$ cat src/rtl/mc_ctrl.sv
// Multi-cycle MIPS control unit: FETCH/DECODE/EXEC/MEM/WB/HALT sequencer with memory wait timeout.
// Optional jal support is enabled by defining JAL_EN.
module mc_ctrl #(
  parameter int unsigned MEM_WAIT_MAX = 15,
  parameter int unsigned CNT_W        = 4
) (
  input  logic       clk,
  input  logic       rst_n,
  input  logic [5:0] opcode,
  input  logic [5:0] funct,
  input  logic       zero,
  input  logic       mem_ready,
  output logic       pc_write,
  output logic       ir_write,
  output logic       gpr_write,
  output logic [1:0] reg_dst,
  output logic       alu_src,
  output logic [2:0] alu_op,
  output logic [1:0] ext_op,
  output logic [1:0] npc_sel,
  output logic [1:0] wb_sel,
  output logic       mem_read,
  output logic       mem_write,
  output logic       illegal,
  output logic       bus_err,
  output logic [2:0] state
);

  localparam logic [2:0] FETCH  = 3'd0;
  localparam logic [2:0] DECODE = 3'd1;
  localparam logic [2:0] EXEC   = 3'd2;
  localparam logic [2:0] MEM    = 3'd3;
  localparam logic [2:0] WB     = 3'd4;
  localparam logic [2:0] HALT   = 3'd5;

  localparam logic [5:0] OP_RTYPE = 6'b000000;
  localparam logic [5:0] OP_J     = 6'b000010;
  localparam logic [5:0] OP_JAL   = 6'b000011;
  localparam logic [5:0] OP_BEQ   = 6'b000100;
  localparam logic [5:0] OP_ADDIU = 6'b001001;
  localparam logic [5:0] OP_ORI   = 6'b001101;
  localparam logic [5:0] OP_LUI   = 6'b001111;
  localparam logic [5:0] OP_LW    = 6'b100011;
  localparam logic [5:0] OP_SW    = 6'b101011;

  localparam logic [5:0] FN_ADDU = 6'b100001;
  localparam logic [5:0] FN_SUBU = 6'b100011;
  localparam logic [5:0] FN_AND  = 6'b100100;
  localparam logic [5:0] FN_OR   = 6'b100101;
  localparam logic [5:0] FN_SLT  = 6'b101010;

  localparam logic [2:0] ALU_ADD = 3'd0;
  localparam logic [2:0] ALU_SUB = 3'd1;
  localparam logic [2:0] ALU_AND = 3'd2;
  localparam logic [2:0] ALU_OR  = 3'd3;
  localparam logic [2:0] ALU_SLT = 3'd4;

  // 2^CNT_W must exceed MEM_WAIT_MAX so the terminal count is reachable.
  localparam logic [CNT_W-1:0] WAIT_MAX = CNT_W'(MEM_WAIT_MAX);
  localparam logic [CNT_W-1:0] CNT_ONE  = CNT_W'(1);

  logic [2:0]       state_q, state_d;
  logic [CNT_W-1:0] cnt_q, cnt_d;
  logic [5:0]       op_q, op_d;
  logic [5:0]       funct_q, funct_d;
  logic             illegal_q, illegal_d;
  logic             bus_err_q, bus_err_d;

  logic       pc_write_c, ir_write_c, gpr_write_c, alu_src_c, mem_read_c, mem_write_c;
  logic [1:0] reg_dst_c, ext_op_c, npc_sel_c, wb_sel_c;
  logic [2:0] alu_op_c;

  function automatic logic is_legal(input logic [5:0] op, input logic [5:0] fn);
    logic ok;
    ok = 1'b0;
    case (op)
      OP_RTYPE: ok = (fn == FN_ADDU) || (fn == FN_SUBU) || (fn == FN_AND) ||
                     (fn == FN_OR) || (fn == FN_SLT);
      OP_J, OP_BEQ, OP_ADDIU, OP_ORI, OP_LUI, OP_LW, OP_SW: ok = 1'b1;
`ifdef JAL_EN
      OP_JAL: ok = 1'b1;
`endif
      default: ok = 1'b0;
    endcase
    return ok;
  endfunction

  function automatic logic [2:0] rtype_alu(input logic [5:0] fn);
    logic [2:0] op;
    op = ALU_ADD;
    case (fn)
      FN_SUBU: op = ALU_SUB;
      FN_AND:  op = ALU_AND;
      FN_OR:   op = ALU_OR;
      FN_SLT:  op = ALU_SLT;
      default: op = ALU_ADD;
    endcase
    return op;
  endfunction

  always_ff @(posedge clk or negedge rst_n) begin
    if (!rst_n) begin
      state_q   <= FETCH;
      cnt_q     <= '0;
      op_q      <= '0;
      funct_q   <= '0;
      illegal_q <= 1'b0;
      bus_err_q <= 1'b0;
    end else begin
      state_q   <= state_d;
      cnt_q     <= cnt_d;
      op_q      <= op_d;
      funct_q   <= funct_d;
      illegal_q <= illegal_d;
      bus_err_q <= bus_err_d;
    end
  end

  always_comb begin
    state_d     = state_q;
    cnt_d       = '0;
    op_d        = op_q;
    funct_d     = funct_q;
    illegal_d   = illegal_q;
    bus_err_d   = bus_err_q;
    pc_write_c  = 1'b0;
    ir_write_c  = 1'b0;
    gpr_write_c = 1'b0;
    reg_dst_c   = 2'd0;
    alu_src_c   = 1'b0;
    alu_op_c    = ALU_ADD;
    ext_op_c    = 2'd0;
    npc_sel_c   = 2'd0;
    wb_sel_c    = 2'd0;
    mem_read_c  = 1'b0;
    mem_write_c = 1'b0;

    case (state_q)
      FETCH: begin
        mem_read_c = 1'b1;
        // A ready in the terminal-count cycle still wins over the timeout.
        if (mem_ready) begin
          ir_write_c = 1'b1;
          pc_write_c = 1'b1;
          state_d    = DECODE;
        end else if (cnt_q == WAIT_MAX) begin
          bus_err_d = 1'b1;
          state_d   = HALT;
        end else begin
          cnt_d = cnt_q + CNT_ONE;
        end
      end

      DECODE: begin
        op_d    = opcode;
        funct_d = funct;
        if (!is_legal(opcode, funct)) begin
          illegal_d = 1'b1;
          state_d   = HALT;
        end else if (opcode == OP_J) begin
          pc_write_c = 1'b1;
          npc_sel_c  = 2'd2;
          state_d    = FETCH;
`ifdef JAL_EN
        end else if (opcode == OP_JAL) begin
          state_d = WB;
`endif
        end else begin
          state_d = EXEC;
        end
      end

      EXEC: begin
        case (op_q)
          OP_RTYPE: begin
            alu_op_c = rtype_alu(funct_q);
            state_d  = WB;
          end
          OP_ADDIU: begin
            alu_src_c = 1'b1;
            ext_op_c  = 2'd1;
            state_d   = WB;
          end
          OP_LW, OP_SW: begin
            alu_src_c = 1'b1;
            ext_op_c  = 2'd1;
            state_d   = MEM;
          end
          OP_ORI: begin
            alu_src_c = 1'b1;
            alu_op_c  = ALU_OR;
            state_d   = WB;
          end
          OP_LUI: begin
            alu_src_c = 1'b1;
            ext_op_c  = 2'd2;
            alu_op_c  = ALU_OR;
            state_d   = WB;
          end
          OP_BEQ: begin
            alu_op_c   = ALU_SUB;
            npc_sel_c  = 2'd1;
            pc_write_c = zero;
            state_d    = FETCH;
          end
          default: state_d = HALT;
        endcase
      end

      MEM: begin
        if (op_q == OP_LW) begin
          mem_read_c = 1'b1;
        end else begin
          mem_write_c = 1'b1;
        end
        if (mem_ready) begin
          state_d = (op_q == OP_LW) ? WB : FETCH;
        end else if (cnt_q == WAIT_MAX) begin
          bus_err_d = 1'b1;
          state_d   = HALT;
        end else begin
          cnt_d = cnt_q + CNT_ONE;
        end
      end

      WB: begin
        gpr_write_c = 1'b1;
        reg_dst_c   = (op_q == OP_RTYPE) ? 2'd1 : 2'd0;
        wb_sel_c    = (op_q == OP_LW) ? 2'd1 : 2'd0;
`ifdef JAL_EN
        if (op_q == OP_JAL) begin
          reg_dst_c  = 2'd2;
          wb_sel_c   = 2'd2;
          pc_write_c = 1'b1;
          npc_sel_c  = 2'd2;
        end
`endif
        state_d = FETCH;
      end

      // HALT and the unused codes 6/7 absorb until reset.
      default: state_d = state_q;
    endcase

    // Reset gates every output so no strobe escapes while rst_n is low.
    if (!rst_n) begin
      pc_write_c  = 1'b0;
      ir_write_c  = 1'b0;
      gpr_write_c = 1'b0;
      reg_dst_c   = 2'd0;
      alu_src_c   = 1'b0;
      alu_op_c    = ALU_ADD;
      ext_op_c    = 2'd0;
      npc_sel_c   = 2'd0;
      wb_sel_c    = 2'd0;
      mem_read_c  = 1'b0;
      mem_write_c = 1'b0;
    end
  end

  assign pc_write  = pc_write_c;
  assign ir_write  = ir_write_c;
  assign gpr_write = gpr_write_c;
  assign reg_dst   = reg_dst_c;
  assign alu_src   = alu_src_c;
  assign alu_op    = alu_op_c;
  assign ext_op    = ext_op_c;
  assign npc_sel   = npc_sel_c;
  assign wb_sel    = wb_sel_c;
  assign mem_read  = mem_read_c;
  assign mem_write = mem_write_c;
  assign illegal   = illegal_q;
  assign bus_err   = bus_err_q;
  assign state     = state_q;

endmodule
$ cat config.mk
export PLATFORM = sky130hd
export DESIGN_NAME = mc_ctrl
export DESIGN_NICKNAME = d
export VERILOG_FILES = /design/src/rtl/mc_ctrl.sv
export SDC_FILE = /design/constraint.sdc
export NUM_CORES = 1
export LEC_CHECK = 0
export CORE_MARGIN = 4
export CORE_UTILIZATION = 47
export CTS_CLUSTER_SIZE = 12
export DETAILED_ROUTE_END_ITERATION = 8
export PLACE_DENSITY_LB_ADDON = 0.12
export SLEW_MARGIN = 20
export SYNTH_ARGS = -nofsm -noshare
export SYNTH_HDL_FRONTEND = slang
export SYNTH_SLANG_ARGS = --single-unit
$ cat constraint.sdc
create_clock -name clk -period 4.4 [get_ports clk]
set_input_delay 0.66 -clock clk [delete_from_list [all_inputs] [get_ports clk]]
set_output_delay 0.66 -clock clk [all_outputs]
set_load 0.03 [all_outputs]
-- Word level (Yosys, flattened, before mapping)
Index checks and enable logic that the tools add are counted.
- shift operators: 0
- equal/unequal tests: 27
- reduce and logical (&&, ||, !) cells: 17
- divide/modulo/power cells: 0
- multipliers: 0
- $add $sub $neg: 1
- muxes and demuxes: 50
- bitwise gates (word level): 2
- order comparisons: 0
- operator list (kind ; number):
    $eq 6x6->1 const B ; 13
    $eq 6x4->1 const B ; 6
    $mux 1 ; 23
    $mux 3 ; 7
    $pmux 3 s3 ; 2
    $mux 2 ; 8
    $pmux 3 s5 ; 1
    $eq 6x3->1 const B ; 2
    $logic_not 6->1 ; 2
    $mux 4 ; 3
    $pmux 3 s4 ; 1
    $pmux 2 s2 ; 2
    $reduce_or 7->1 ; 1
    $eq 3x2->1 const B ; 2
    $eq 6x2->1 const B ; 1
    $reduce_or 2->1 ; 3
    $reduce_bool 5->1 ; 1
    $reduce_or 5->1 ; 1
    $add 4x1->4 const B ; 1
    $eq 4x4->1 const B ; 1
    $logic_or 1x1->1 ; 4
    $pmux 1 s2 ; 2
    $reduce_or 4->1 ; 1
    $eq 3x1->1 const B ; 1
    7 further kinds ; 8
- bits in writable memories: 0
- latch bits: 0
- output and inout port bits: 22
- memories kept: 0
- register bits after elaboration: 21
- ROM bits: 0
- input port bits: 16
- logic and storage cells: 103

-- Longest topological paths before layout
Gate-level depths: netlist of the first run.
- depth after elaboration: 10
- depth in mapped cells: 6
- mapped depth without buffers: 6

-- Worst setup path after synthesis of the first run
No wires, ideal clock.
- path type: register to output
- start: register state_q[0] (netlist: state[0])
- end: output alu_src
- required time: 3.740 ns
- path buffers: 1
- stages on the path, launching flop included: 6
- setup slack: 1.600 ns
- data arrival time: 2.140 ns
- cell sequence: dfrtp_1 buf_6 nor2_1 nand3_1 nor3_1 or2_2
- word-level cells in the longest chain between the ends: 3
- RTL lines (element ; RTL line ; RTL):
    start, declared ; 62 ; logic [2:0] state_q, state_d;
    start signal, assigned ; 110 ; state_q <= state_d;
    $eq 3x2->1 ; 138 ; case (state_q)
    $mux 1 ; 138 ;
    $mux 1 ; 246 ; if (!rst_n) begin
    end, declared ; 17 ; output logic alu_src,
No other way between the ends.

-- Worst setup path after layout of the first run
- start: input rst_n
- end: output ext_op[1]
- word-level cells in the longest chain between the ends: 1
- RTL lines (element ; RTL line ; RTL):
    start, declared ; 8 ; input logic rst_n,
    $mux 2 ; 246 ;
    end, declared ; 19 ; output logic [1:0] ext_op,
No other way between the ends.

==> Implementation_results.wiki, run 1 <==
{| class="wikitable"
! Metric !! Value
|-
| Outcome || finished clean
|-
| Total number of vias || 1297
|-
| Clock slew at the register clock pins of the worst setup and hold paths || 0.11 ns
|-
| Total of hold buffers inserted after clock tree synthesis || 0
|-
| Number of clock sinks || 21
|-
| Most frequent cells in the layout || clkdlybuf4s50_1, dfrtp_1, nor2_1
|-
| Core area || 2830 µm²
|-
| Post-synth cell types || 48
|-
| Crit Path Class || in2out
|-
| FP Rows || 19
|-
| Clk buf depth || 2
|-
| Final critical path time including I/O delays and setup || 3.54 ns
|-
| Ys Warns || 0
|-
| Sequential fraction of the synthesis area || 0.368
|-
| Average wire per standard cell || 15.6 µm
|-
| Number of synthesized flops with an enable pin || 0
|-
| Worst min-delay path class || reg2reg
|-
| Aggregate global-route resource usage || 0.180
|-
| DR pass1 iterations || 4
|-
| Die boundary width || 63.1 µm
|-
| Remaining antenna violation count after routing || 0
|-
| Share of the clock period used by the worst path || 0.805
|-
| Pin count of the biggest net entering global routing || 18
|-
| Main area contributors after synthesis || dfrtp_1, mux2_2, nor2_1
|-
| DIE AREA || 3980 µm²
|-
| Global-route wire length before repair || 5.85 mm
|-
| Post-Route Skew || 0.0108 ns
|-
| Fill cell instance count of the final layout || 258
|-
| Count of input and output buffers || 35
|-
| DR iter-0 viols || 114
|-
| Total global routing overflow || 0
|-
| Maximum fanout along the worst path || 14
|-
| Nature of the critical path startpoint || input pin
|-
| Final TNS setup || 0 ns
|-
| Proportion of register bits with asynchronous set or reset after synthesis || 1.00
|-
| Number of antenna violations at the first check in global routing || 0
|-
| RSZ-0062 raised after global routing || false
|-
| Clk_lat worst skew || 0.30 ns
|-
| Gate count of the mapped netlist || 152
|-
| Number of maximum-capacitance constraint violations || 0
|-
| Share of the synthesized area in the top cell type || 0.368
|-
| Capturing element type of the critical path || output pin
|-
| Post-cts repair resize count || 0
|-
| Final Max Tran Viols || 0
|-
| Vertical extent of the die || 63.1 µm
|-
| Vias per cell || 6.03
|-
| Ratio of cells with drive above 1 in the final layout || 0.125
|-
| Total detailed-routing wirelength || 3.36 mm
|-
| Synthesis-stage register bit count || 21
|-
| Number of buffers inserted to repair setup after CTS || 0
|-
| IO Pins || 38
|-
| Area Overhead vs Synth || 23.0%
|-
| GPL Wtd Cong || 0.910
|-
| Total inserted antenna cells || 0
|-
| HPWL Detailed || 2.62 mm
|-
| Final net count || 202
|-
| Data required, critical path || 3.74 ns
|-
| DRC violations left || 0
|-
| Final instance area || 1760 µm²
|-
| Most instantiated flip-flop cell in the synthesis netlist || dfrtp_1
|-
| Worst max-slew margin expressed relative to the limit || 0.615
|-
| Transition time of the tightest slew-check pin || 0.576 ns
|-
| CTS HTree Levels || 1
|-
| Synth Cell Area || 1430 µm²
|-
| Vias in the first global route || 1255
|-
| Root Buffer || clkbuf_4
|-
| Synthesized area per cell || 9.39 µm²
|-
| Worst endpoint data arrival time || 2.88 ns
|-
| Power per cell area || 184 nW/µm²
|-
| IR Drop Worst-Case VDD || 0.146 mV
|-
| Hold violation total from the final report || 0
|-
| Cts bufs inserted || 3
|-
| Post-DP Area || 1730 µm²
|-
| Static leakage || 0.756 nW
|-
| Finish-stage setup viols || 0
|-
| Cell taking the most area after synthesis || dfrtp_1
|-
| CTS tree || built
|-
| Effective utilization at floorplan || 0.505
|-
| Most common cell after layout, fill and taps aside || clkdlybuf4s50_1
|-
| Maximum operating frequency || 282 MHz
|}
## worst max-delay path, cell delays in order
cell and delay [ns]:
clkdlybuf4s50_1 0.83, nand3_1 0.25, nor3_1 0.31, and2_1 0.16, clkdlybuf4s50_1 0.66
## final cells by class
class,instances,area [µm²],area share
tap,31,38.8,0.0221
sequential,21,526,0.299
timing repair buffer,37,365,0.208
multi-input combinational,116,776,0.442
inverter,6,22.5,0.0128
clock inverter,1,5.00,0.00285
clock buffer,3,22.5,0.0128
## layer usage
metal	routed length, µm	GRT usage	up-vias	share of wire
li1	-	-	617	-
met1	1510	0.236	635	0.45
met2	1670	0.300	39	0.50
met3	146	0.0320	6	0.044
met4	36	0.0551	0	0.011
met5	0	0	-	0
## cells in the mapped netlist (all sizes together) (2+ instances only)
master  number
a41oi        2
xor2         3
inv          6
o22ai        2
nand2       11
buf          7
nor2        14
nor2b        2
mux2        11
clkbuf       3
or2b         2
nand3        6
a21oi        7
nor3         8
and3         4
nor3b        3
and2         2
a21o         3
dfrtp       21
a211o        2
o21ai        7
a31oi        2
nand3b       2
or4          2
## metrics by stage
step	util	hold WS (ns)	instances	power (mW)	setup slack, ns
detailed placement	0.611	0.448	211	0.233	0.813
global route	0.621	0.499	215	0.340	0.692
global placement	0.611	0.441	211	0.232	0.872
floorplan	-	0.364	153	0.210	1.60
finish	0.621	0.471	215	0.322	0.856
CTS	0.621	0.475	215	0.325	0.812
## registers in the layout (all words and copies together) (netlist names)
register  cells
cnt_q         4
op_q          6
funct_q       6
state         3
bus_err       1
illegal       1
## report_power, final
group          internal, mW  switching [mW]
Sequential            0.193        0.000211
Clock                0.0338          0.0595
Combinational        0.0169          0.0183
Total                 0.244          0.0780
## cells by family after synthesis
| group | after synthesis | share of synthesized area |
|---|---|---|
| adders and majority gates | 1 | 0.00876 |
| AOI/OAI and AO/OA | 33 | 0.153 |
| and+or+nand+nor | 65 | 0.265 |
| muxes | 11 | 0.0868 |
| DFF | 21 | 0.368 |
| xor gates and xnor gates | 4 | 0.0245 |
| other | 1 | 0.00263 |
| buffers and inverters | 16 | 0.0911 |
## path summary, 6_finish.rpt
kind / slack [ns] / from / to / cells past startpoint
setup / recovery: 0.86 / rst_n / ext_op[1] / 5
hold / removal: 0.47 / illegal$_DFFE_PN0P_ / illegal$_DFFE_PN0P_ / 1
setup reg to reg: 2.66 / state[1]$_DFFE_PN0P_ / cnt_q[3]$_DFF_PN0_ / 4
hold reg to reg: 0.47 / illegal$_DFFE_PN0P_ / illegal$_DFFE_PN0P_ / 1
max in group asynchronous: 3.09 / rst_n / op_q[0]$_DFFE_PN0P_ / 2
min in group asynchronous: 0.71 / rst_n / bus_err$_DFFE_PN0P_ / 1
No activity file was read; power rests on OpenSTA's default activity.
==> inputs of run 2 (changes only) <==
==> constraint.sdc (replaced) <==
create_clock -name clk -period 3.4 [get_ports clk]
set_input_delay 0.51 -clock clk [delete_from_list [all_inputs] [get_ports clk]]
set_output_delay 0.51 -clock clk [all_outputs]
set_load 0.03 [all_outputs]
==> run 2 against run 1 <==
Cell count increased by 0.93%. Clock power increased by 27%. Hold slack improved by 0.0075 ns. Core utilization decreased by 0.13 points. Register-to-register slack got worse by 1.0 ns. Sequential power increased by 29%. Critical path depth increased by 1. Sequential share of layout area increased by 0.064 points. Via count decreased by 0.15%. Global-route usage decreased by 0.44 points.
==> Implementation_results.wiki, run 2 (synthesized netlist as in run 1, its figures left out) <==
{| class="wikitable"
! Metric !! Value
|-
| Number of clock sinks || 21
|-
| Worst endpoint data arrival time || 2.67 ns
|-
| Post-DP Area || 1730 µm²
|-
| Post-Route Skew || 0.00622 ns
|-
| Number of maximum-capacitance constraint violations || 0
|-
| GPL Wtd Cong || 0.871
|-
| Power per cell area || 238 nW/µm²
|-
| Pin count of the biggest net entering global routing || 17
|-
| Sequential cell area || 526 µm²
|-
| Combined area of the multi-input logic cells || 776 µm²
|-
| Final Max Tran Viols || 0
|-
| RSZ-0062 raised after global routing || false
|-
| CTS tree || built
|-
| Cts bufs inserted || 3
|-
| Number of buffers inserted to repair setup after CTS || 0
|-
| Worst setup path startpoint || op_q[1]$_DFFE_PN0P_
|-
| Effective utilization at floorplan || 0.505
|-
| IO Pins || 38
|-
| DIE AREA || 3980 µm²
|-
| Final instance area || 1750 µm²
|-
| Instance count after placement with tap cells included || 213
|-
| DR pass1 iterations || 4
|-
| Number of antenna violations at the first check in global routing || 0
|-
| Final total power || 417 µW
|-
| Cell with the largest stage delay on the worst path || clkdlybuf4s50_1
|-
| Total detailed-routing wirelength || 3.33 mm
|-
| Clock slew at the register clock pins of the worst setup and hold paths || 0.11 ns
|-
| Capturing element type of the critical path || output pin
|-
| Worst-case setup margin in the final layout || 0.223 ns
|-
| Critical R2R Launch || state[1]$_DFFE_PN0P_
|-
| Clk buf depth || 2
|-
| Die boundary width || 63.1 µm
|-
| Aggregate global-route resource usage || 0.175
|-
| Count of input and output buffers || 35
|-
| Global-route wire length before repair || 5.66 mm
|-
| Remaining antenna violation count after routing || 0
|-
| Clk_lat worst skew || 0.30 ns
|-
| Critical hold path startpoint || illegal$_DFFE_PN0P_
|-
| Total number of vias || 1295
|-
| Share of the core filled with cells || 0.619
|-
| Outcome || finished clean
|-
| Crit Path Class || reg2out
|-
| Maximum fanout along the worst path || 8
|-
| Root Buffer || clkbuf_4
|-
| Share of the clock period used by the worst path || 0.934
|-
| Maximum cell stage delay along the critical path || 0.67 ns
|-
| Maximum operating frequency || 315 MHz
|-
| Data required, critical path || 2.89 ns
|-
| Number of cells on the worst reg-to-reg path || 4
|-
| Final critical path time including I/O delays and setup || 3.18 ns
|-
| Post-cts repair resize count || 0
|-
| Total global routing overflow || 0
|-
| Final net count || 204
|-
| Hold violation total from the final report || 0
|-
| Setup slack on the worst flop-to-flop path || 1.64 ns
|-
| Final TNS setup || 0 ns
|-
| Vias in the first global route || 1283
|-
| DR iter-0 viols || 90
|-
| Transition time of the tightest slew-check pin || 0.510 ns
|-
| Total of hold buffers inserted after clock tree synthesis || 0
|-
| FP Rows || 19
|-
| Static leakage || 0.778 nW
|-
| Hold slack final || 0.478 ns
|-
| Ratio of cells with drive above 1 in the final layout || 0.167
|-
| Worst max-slew margin expressed relative to the limit || 0.657
|-
| DRC violations left || 0
|-
| Vias per cell || 5.97
|-
| Total inserted antenna cells || 0
|-
| Destination of the worst register-to-register timing path || cnt_q[0]$_DFF_PN0_
|-
| Chain of cells forming the critical path || or3_4, or4_1, a21oi_1, a31oi_1, nor2_1, clkdlybuf4s50_1
|-
| Area Overhead vs Synth || 22.7%
|-
| Critical Path End || pc_write
|-
| Largest registers ranked by flip-flop count || funct_q (6), op_q (6), cnt_q (4)
|-
| Finish-stage setup viols || 0
|-
| Worst min-delay path class || reg2reg
|-
| Setup Slack @ Placement || 0.475 ns
|-
| Average wire per standard cell || 15.3 µm
|-
| Most common cell after layout, fill and taps aside || clkdlybuf4s50_1
|-
| HPWL Detailed || 2.65 mm
|-
| Core area || 2830 µm²
|-
| IR Drop Worst-Case VDD || 0.146 mV
|-
| Fill cell instance count of the final layout || 251
|-
| Nature of the critical path startpoint || flip-flop
|-
| Vertical extent of the die || 63.1 µm
|-
| Most frequent cells in the layout || clkdlybuf4s50_1, dfrtp_1, nor2_1
|-
| CTS HTree Levels || 1
|-
| Post-route insts no fill || 217
|}
-- run 2: cell types whose count changed in the layout (fill, tap and decap cells not counted), sizes merged --
cell / change
buf: +9
clkdlybuf4s50: -7
clkbuf: +1
clkinv: -1
-- run 2: critical path: cells and delay by family (launching register included) --
kind	cells	cell delay [ns]
simple gates	3	1.00
compound gates	2	0.22
flops	1	0.47
buf+inv	1	0.67
-- run 2: metal layers --
metal,global-route usage,routed length (µm)
met5,0,0
met4,0.0606,20
met3,0.0231,149
met2,0.320,1700
met1,0.209,1460
-- run 2: worst min-delay path by stage --
stage / end / slack [ns] / cells after the start
final: illegal$_DFFE_PN0P_ / 0.48 / 1
after global routing: illegal$_DFFE_PN0P_ / 0.51 / 1
after CTS: illegal$_DFFE_PN0P_ / 0.48 / 1
after detailed placement: illegal$_DFFE_PN0P_ / 0.45 / 1
after global placement: illegal$_DFFE_PN0P_ / 0.44 / 1
after floorplan: bus_err$_DFFE_PN0P_ / 0.21 / 0
-- run 2: layout make-up --
cell class / count / area share
Timing Repair Buffer: 39 / 0.207
Inverter: 6 / 0.0129
Clock buffer: 4 / 0.0150
Tap cell: 31 / 0.0221
Sequential cell: 21 / 0.300
Multi-Input combinational cell: 116 / 0.443
-- run 2: power by group --
| part | leakage [nW] | switching (mW) | internal, mW |
|---|---|---|---|
| registers | 0.276 | 0.000283 | 0.250 |
| clock network | 0.0150 | 0.0735 | 0.0457 |
| logic | 0.487 | 0.0241 | 0.0233 |
==> variant 1: new RTL, settings of run 1 <==
Add a define of `JAL_EN`.
--- a/src/rtl/mc_ctrl.sv
+++ b/src/rtl/mc_ctrl.sv
@@ -1,5 +1,7 @@
 // Multi-cycle MIPS control unit: FETCH/DECODE/EXEC/MEM/WB/HALT sequencer with memory wait timeout.
 // Optional jal support is enabled by defining JAL_EN.
+`define JAL_EN
+
 module mc_ctrl #(
   parameter int unsigned MEM_WAIT_MAX = 15,
   parameter int unsigned CNT_W        = 4
Formal check against the unedited RTL: not equivalent (a bounded check fails within 4 cycles, from zero or initial values and one cycle with rst_n low).
==> variant 1 against run 1 <==
Sequential cell count unchanged; wire length down 3.0%; count of clock-buffer cells in the layout is the same; highest routed layer unchanged; setup slack lost 0.030 ns; synthesized area shrank 3.2%; largest cell class unchanged; final area grew 2.1%; core utilization up 2.4 points.
Power is not compared: it rests on default switching activity, and its combinational part moved more than twofold at a synthesized area within 25%.
==> variant 1: results (changes against run 1) <==
num_vias: 1269  # was 1297
r2r_setup_slack_ns: 2.33  # was 2.66 ns
hold_end: "illegal"  # unchanged
r2r-start: "state[2]"  # was state[1]
n_antenna_cell: 0  # unchanged
nets: 205  # was 202
slowest_delay_ns: 0.66  # was 0.83 ns
fin_worst_skew_ns: 0.00397  # was 0.0108 ns
cts_buffer_depth: 2  # unchanged
critPathTopFamily: "buffers and inverters"  # unchanged
syn_area_per_cell_um2: 9.09  # was 9.39 µm²
syn-num-nets: 169
cts_resized: 0  # unchanged
synth_cell_type_count: 47  # was 48
crit_start: "opcode[1]"  # was rst_n
cp.arrival_ns: 2.91  # was 2.88 ns
antenna_left: 0  # unchanged
hold_class: "reg -> reg"  # unchanged
grt_first_pass_wirelength_mm: 5.64  # was 5.85 mm
yosysSeqAreaShare_pct: 38.0  # was 36.8%
worstHoldPathCells: 1  # unchanged
layout-drive-gt1-share_pct: 12.3  # was 12.5%
synthTopCellsByCount: "dfrtp_1, nand2_1, nor2_1, mux2_2, o21ai_0"  # was dfrtp_1, nor2_1, mux2_2, nand2_1, nor3_1
antenna_found_initial: 0  # unchanged
peakVddDrop_uv: 375
dr.pass1.iters: 4  # unchanged
synth_edf_count: 0  # unchanged
crit_end: "npc_sel[1]"  # was ext_op[1]
gp_congestion: 0.789  # was 0.910
status: "finished, final reports clean"  # unchanged
largestRegisters: "funct_q (6), op_q (6), cnt_q (4)"  # unchanged
r2r_cells: 5  # was 4
wire_per_inst_um: 14.9  # was 15.6 µm
place_inst: 214  # was 211
clkTransAtPathRegs_ns: 0.12
io_buffers: 37  # was 35
min_from: "illegal"  # unchanged
cts_max_level: 1  # unchanged
cts_setup_buffers: 0  # unchanged
clock_latency_ns: 0.31
yosys_warnings: 0  # unchanged
synth_area_leaders: "dfrtp_1, mux2_2, nand2_1"  # was dfrtp_1, mux2_2, nor2_1
worstMarginPinSlew_ns: 0.654  # was 0.576 ns
root_buffer: "clkbuf_4"  # unchanged
grt_max_degree: 27  # was 18
crit_slowest_cell: "clkdlybuf4s50_1"  # unchanged
routed_wl_mm: 3.26  # was 3.36 mm
drtIter0Drc: 70  # was 114
r2r-end: "illegal"  # was cnt_q[3]
grt_use_total_pct: 17.3  # was 18.0%
leakagePower_nw: 0.683
critPathMaxFanout: 4  # was 14
hpwlAfterDp_mm: 2.53  # was 2.62 mm
[variant 1: worst register-to-register path: cells and delay by family (launching register included)]
kind / cells / cell delay (ns)
DFF: 1 / 0.55
and+or+nand+nor: 5 / 1.47
[variant 1: through the flow]
stage          setup slack [ns]  hold slack (ns)  total power [W]  area (µm²)
3_3_place_gp              0.844            0.452         0.000811        1760
6_report                  0.826            0.484         0.000915        1790
2_1_floorplan              1.43            0.364         0.000697        1380
5_1_grt                   0.719            0.512         0.000991        1790
4_1_cts                   0.811            0.490         0.000920        1790
3_5_place_dp              0.812            0.455         0.000825        1760
[variant 1: cells by family after synthesis]
kind of cell | Yosys count | share of synthesized area [%]
AND/OR/NAND/NOR | 73 | 31.8
AO/OA/AOI/OAI | 32 | 15.4
flip-flops | 21 | 38.0
buffers and inverters | 12 | 3.80
multiplexers | 10 | 8.15
XOR/XNOR | 3 | 1.90
adder cells (fa/ha/maj) | 1 | 0.906
[variant 1: final cells by class]
cell class                      instances  area (µm²)
Fill cell                             263         990
Multi-Input combinational cell        119         803
Sequential cell                        21         526
Timing Repair Buffer                   38         378
Tap cell                               31        38.8
Clock buffer                            3        22.5
Inverter                                5        18.8
Clock inverter                          1        5.00
[variant 1: where the power goes]
group | switching, W | internal [W] | total (W)
clock | 0.0000581 | 0.0000340 | 0.0000921
combinational | 0.000215 | 0.000204 | 0.000419
sequential | 0.000138 | 0.000266 | 0.000404
[variant 1: per-layer routing]
| layer | wire, µm | vias up | GRT usage, % |
|---|---|---|---|
| met4 | 52 | 0 | 7.59 |
| met3 | 176 | 6 | 3.60 |
| met1 | 1500 | 599 | 23.2 |
| met2 | 1520 | 38 | 26.8 |
| met5 | 0 | - | 0 |
| li1 | - | 626 | - |
==> variant 2: new RTL, config.mk and constraints of run 1 <==
Without the edit above. Reset style: synchronous (`rst_n`), changed in one clocked block.
--- a/src/rtl/mc_ctrl.sv
+++ b/src/rtl/mc_ctrl.sv
@@ -98,7 +98,7 @@
     return op;
   endfunction
 
-  always_ff @(posedge clk or negedge rst_n) begin
+  always_ff @(posedge clk) begin
     if (!rst_n) begin
       state_q   <= FETCH;
       cnt_q     <= '0;
Behaviour: differs if rst_n is asserted again (counterexample within 4 cycles, from zero or initial values and one cycle with rst_n low); with rst_n held inactive, the same outputs for 10 cycles.
==> variant 2 against run 1 <==
Non-clock buffer count unchanged; synthesized area decreased by 8.6%; register-to-register slack got worse by 0.16 ns; sequential share of layout area decreased by 5.2 points; synthesized cell count increased by 18%; sequential cell count unchanged; wire length decreased by 3.5%; setup slack got worse by 0.37 ns; critical path depth increased by 2; via count increased by 2.2%; final area decreased by 3.3%; cell count increased by 13%; critical path type unchanged; critical endpoint is now pc_write; largest cell class unchanged.
Power is not compared: it rests on default switching activity, and its combinational part moved more than twofold at a synthesized area within 25%.
==> variant 2: results (changes against run 1) <==
grt_use_total_pct: 19.7  # was 18.0%
hold_end: "cnt_q[0]"  # was illegal
synth_area_leaders: "dfxtp_1, nand2_1, a21boi_0"  # was dfrtp_1, mux2_2, nor2_1
nets: 230  # was 202
syn_area_per_cell_um2: 7.29  # was 9.39 µm²
peakVddDrop_uv: 220
detailed_place.area_um2: 1670  # was 1730 µm²
synth_cell_type_count: 38  # was 48
place_inst: 238  # was 211
cts_resized: 0  # unchanged
cts_buffers: 3  # unchanged
post-route-period-util_pct: 88.9  # was 80.5%
drtIter0Drc: 67  # was 114
yosysSeqAreaShare_pct: 32.2  # was 36.8%
dr.pass1.iters: 4  # unchanged
n_fill_cell: 247  # was 258
r2r_setup_slack_ns: 2.50  # was 2.66 ns
num_vias: 1326  # was 1297
crit_start: "opcode[2]"  # was rst_n
dominantRegCellSynth: "dfxtp_1"  # was dfrtp_1
power.net_switching_w: 0.000167
routed_wl_mm: 3.24  # was 3.36 mm
grt_first_pass_wirelength_mm: 5.54  # was 5.85 mm
fin_worst_skew_ns: 0.00257  # was 0.0108 ns
clock_latency_ns: 0.31
yosys_warnings: 0  # unchanged
r2r-start: "state[0]"  # was state[1]
hpwlAfterDp_mm: 2.57  # was 2.62 mm
layout-drive-gt1-share_pct: 3.77  # was 12.5%
status: "finished, final reports clean"  # unchanged
whs_ns: 0.456  # was 0.471 ns
min_from: "cnt_q[0]"  # was illegal
wire_per_inst_um: 13.4  # was 15.6 µm
grt_max_degree: 24  # was 18
synthTopCellsByCount: "nand2_1, dfxtp_1, nor2_1, a21boi_0"  # was dfrtp_1, nor2_1, mux2_2, nand2_1, nor3_1
r2r-end: "state[0]"  # was cnt_q[3]
worstMarginPinSlew_ns: 0.611  # was 0.576 ns
critPathMaxFanout: 5  # was 14
r2r_cells: 4  # unchanged
cp.arrival_ns: 3.25  # was 2.88 ns
gp_congestion: 0.838  # was 0.910
hold_class: "reg -> reg"  # unchanged
async_flop_share_pct: 0  # was 100%
slowest_delay_ns: 0.67  # was 0.83 ns
crit_end: "pc_write"  # was ext_op[1]
post-place-ws_ns: 0.503  # was 0.813 ns
==> variant 2: cell types whose count changed in the layout (fill, tap and decap cells not counted), moves of 3 or more <==
| cell | change |
|---|---|
| nand2_1 | +24 |
| dfrtp_1 | -21 |
| dfxtp_1 | +21 |
| a21boi_0 | +12 |
| mux2_2 | -11 |
| nand2b_1 | +4 |
| a21o_1 | -3 |
==> variant 2: logic make-up (layout without fill, tap and decap cells) <==
| family | Yosys count | in the layout | synth area share (%) |
|---|---|---|---|
| simple gates | 98 | 98 | 38.9 |
| compound gates | 38 | 38 | 19.3 |
| flops | 21 | 21 | 32.2 |
| buf+inv | 15 | 47 | 4.89 |
| xor+xnor | 4 | 4 | 2.69 |
| fa+ha+maj | 1 | 1 | 0.959 |
| other cells | 1 | 2 | 0.287 |
| mux | 1 | 1 | 0.767 |
==> variant 2: final cells by class <==
type | instances | area, µm² | area share [%]
Multi-Input combinational cell | 144 | 825 | 48.6
Sequential cell | 21 | 420 | 24.8
Timing Repair Buffer | 37 | 365 | 21.5
Tap cell | 30 | 37.5 | 2.21
Clock buffer | 4 | 26.3 | 1.55
Inverter | 6 | 22.5 | 1.33
==> variant 2: power groups by stage <==
| stage | clock network (W) | logic [W] | registers, W |
|---|---|---|---|
| after floorplan | 0 | 0.0000941 | 0.000233 |
| after global placement | 0 | 0.000145 | 0.000234 |
| after detailed placement | 0 | 0.000148 | 0.000236 |
| after CTS | 0.0000973 | 0.000148 | 0.000231 |
| after global routing | 0.000105 | 0.000165 | 0.000236 |
| final | 0.0000944 | 0.000148 | 0.000232 |
==> variant 2: layer usage <==
layer | wire length [µm] | vias to the layer above | global-route usage (%)
li1 | - | 689 | -
met1 | 1530 | 585 | 27.0
met2 | 1440 | 47 | 30.1
met3 | 210 | 5 | 2.34
met4 | 59 | 0 | 10.8
met5 | 0 | - | 0
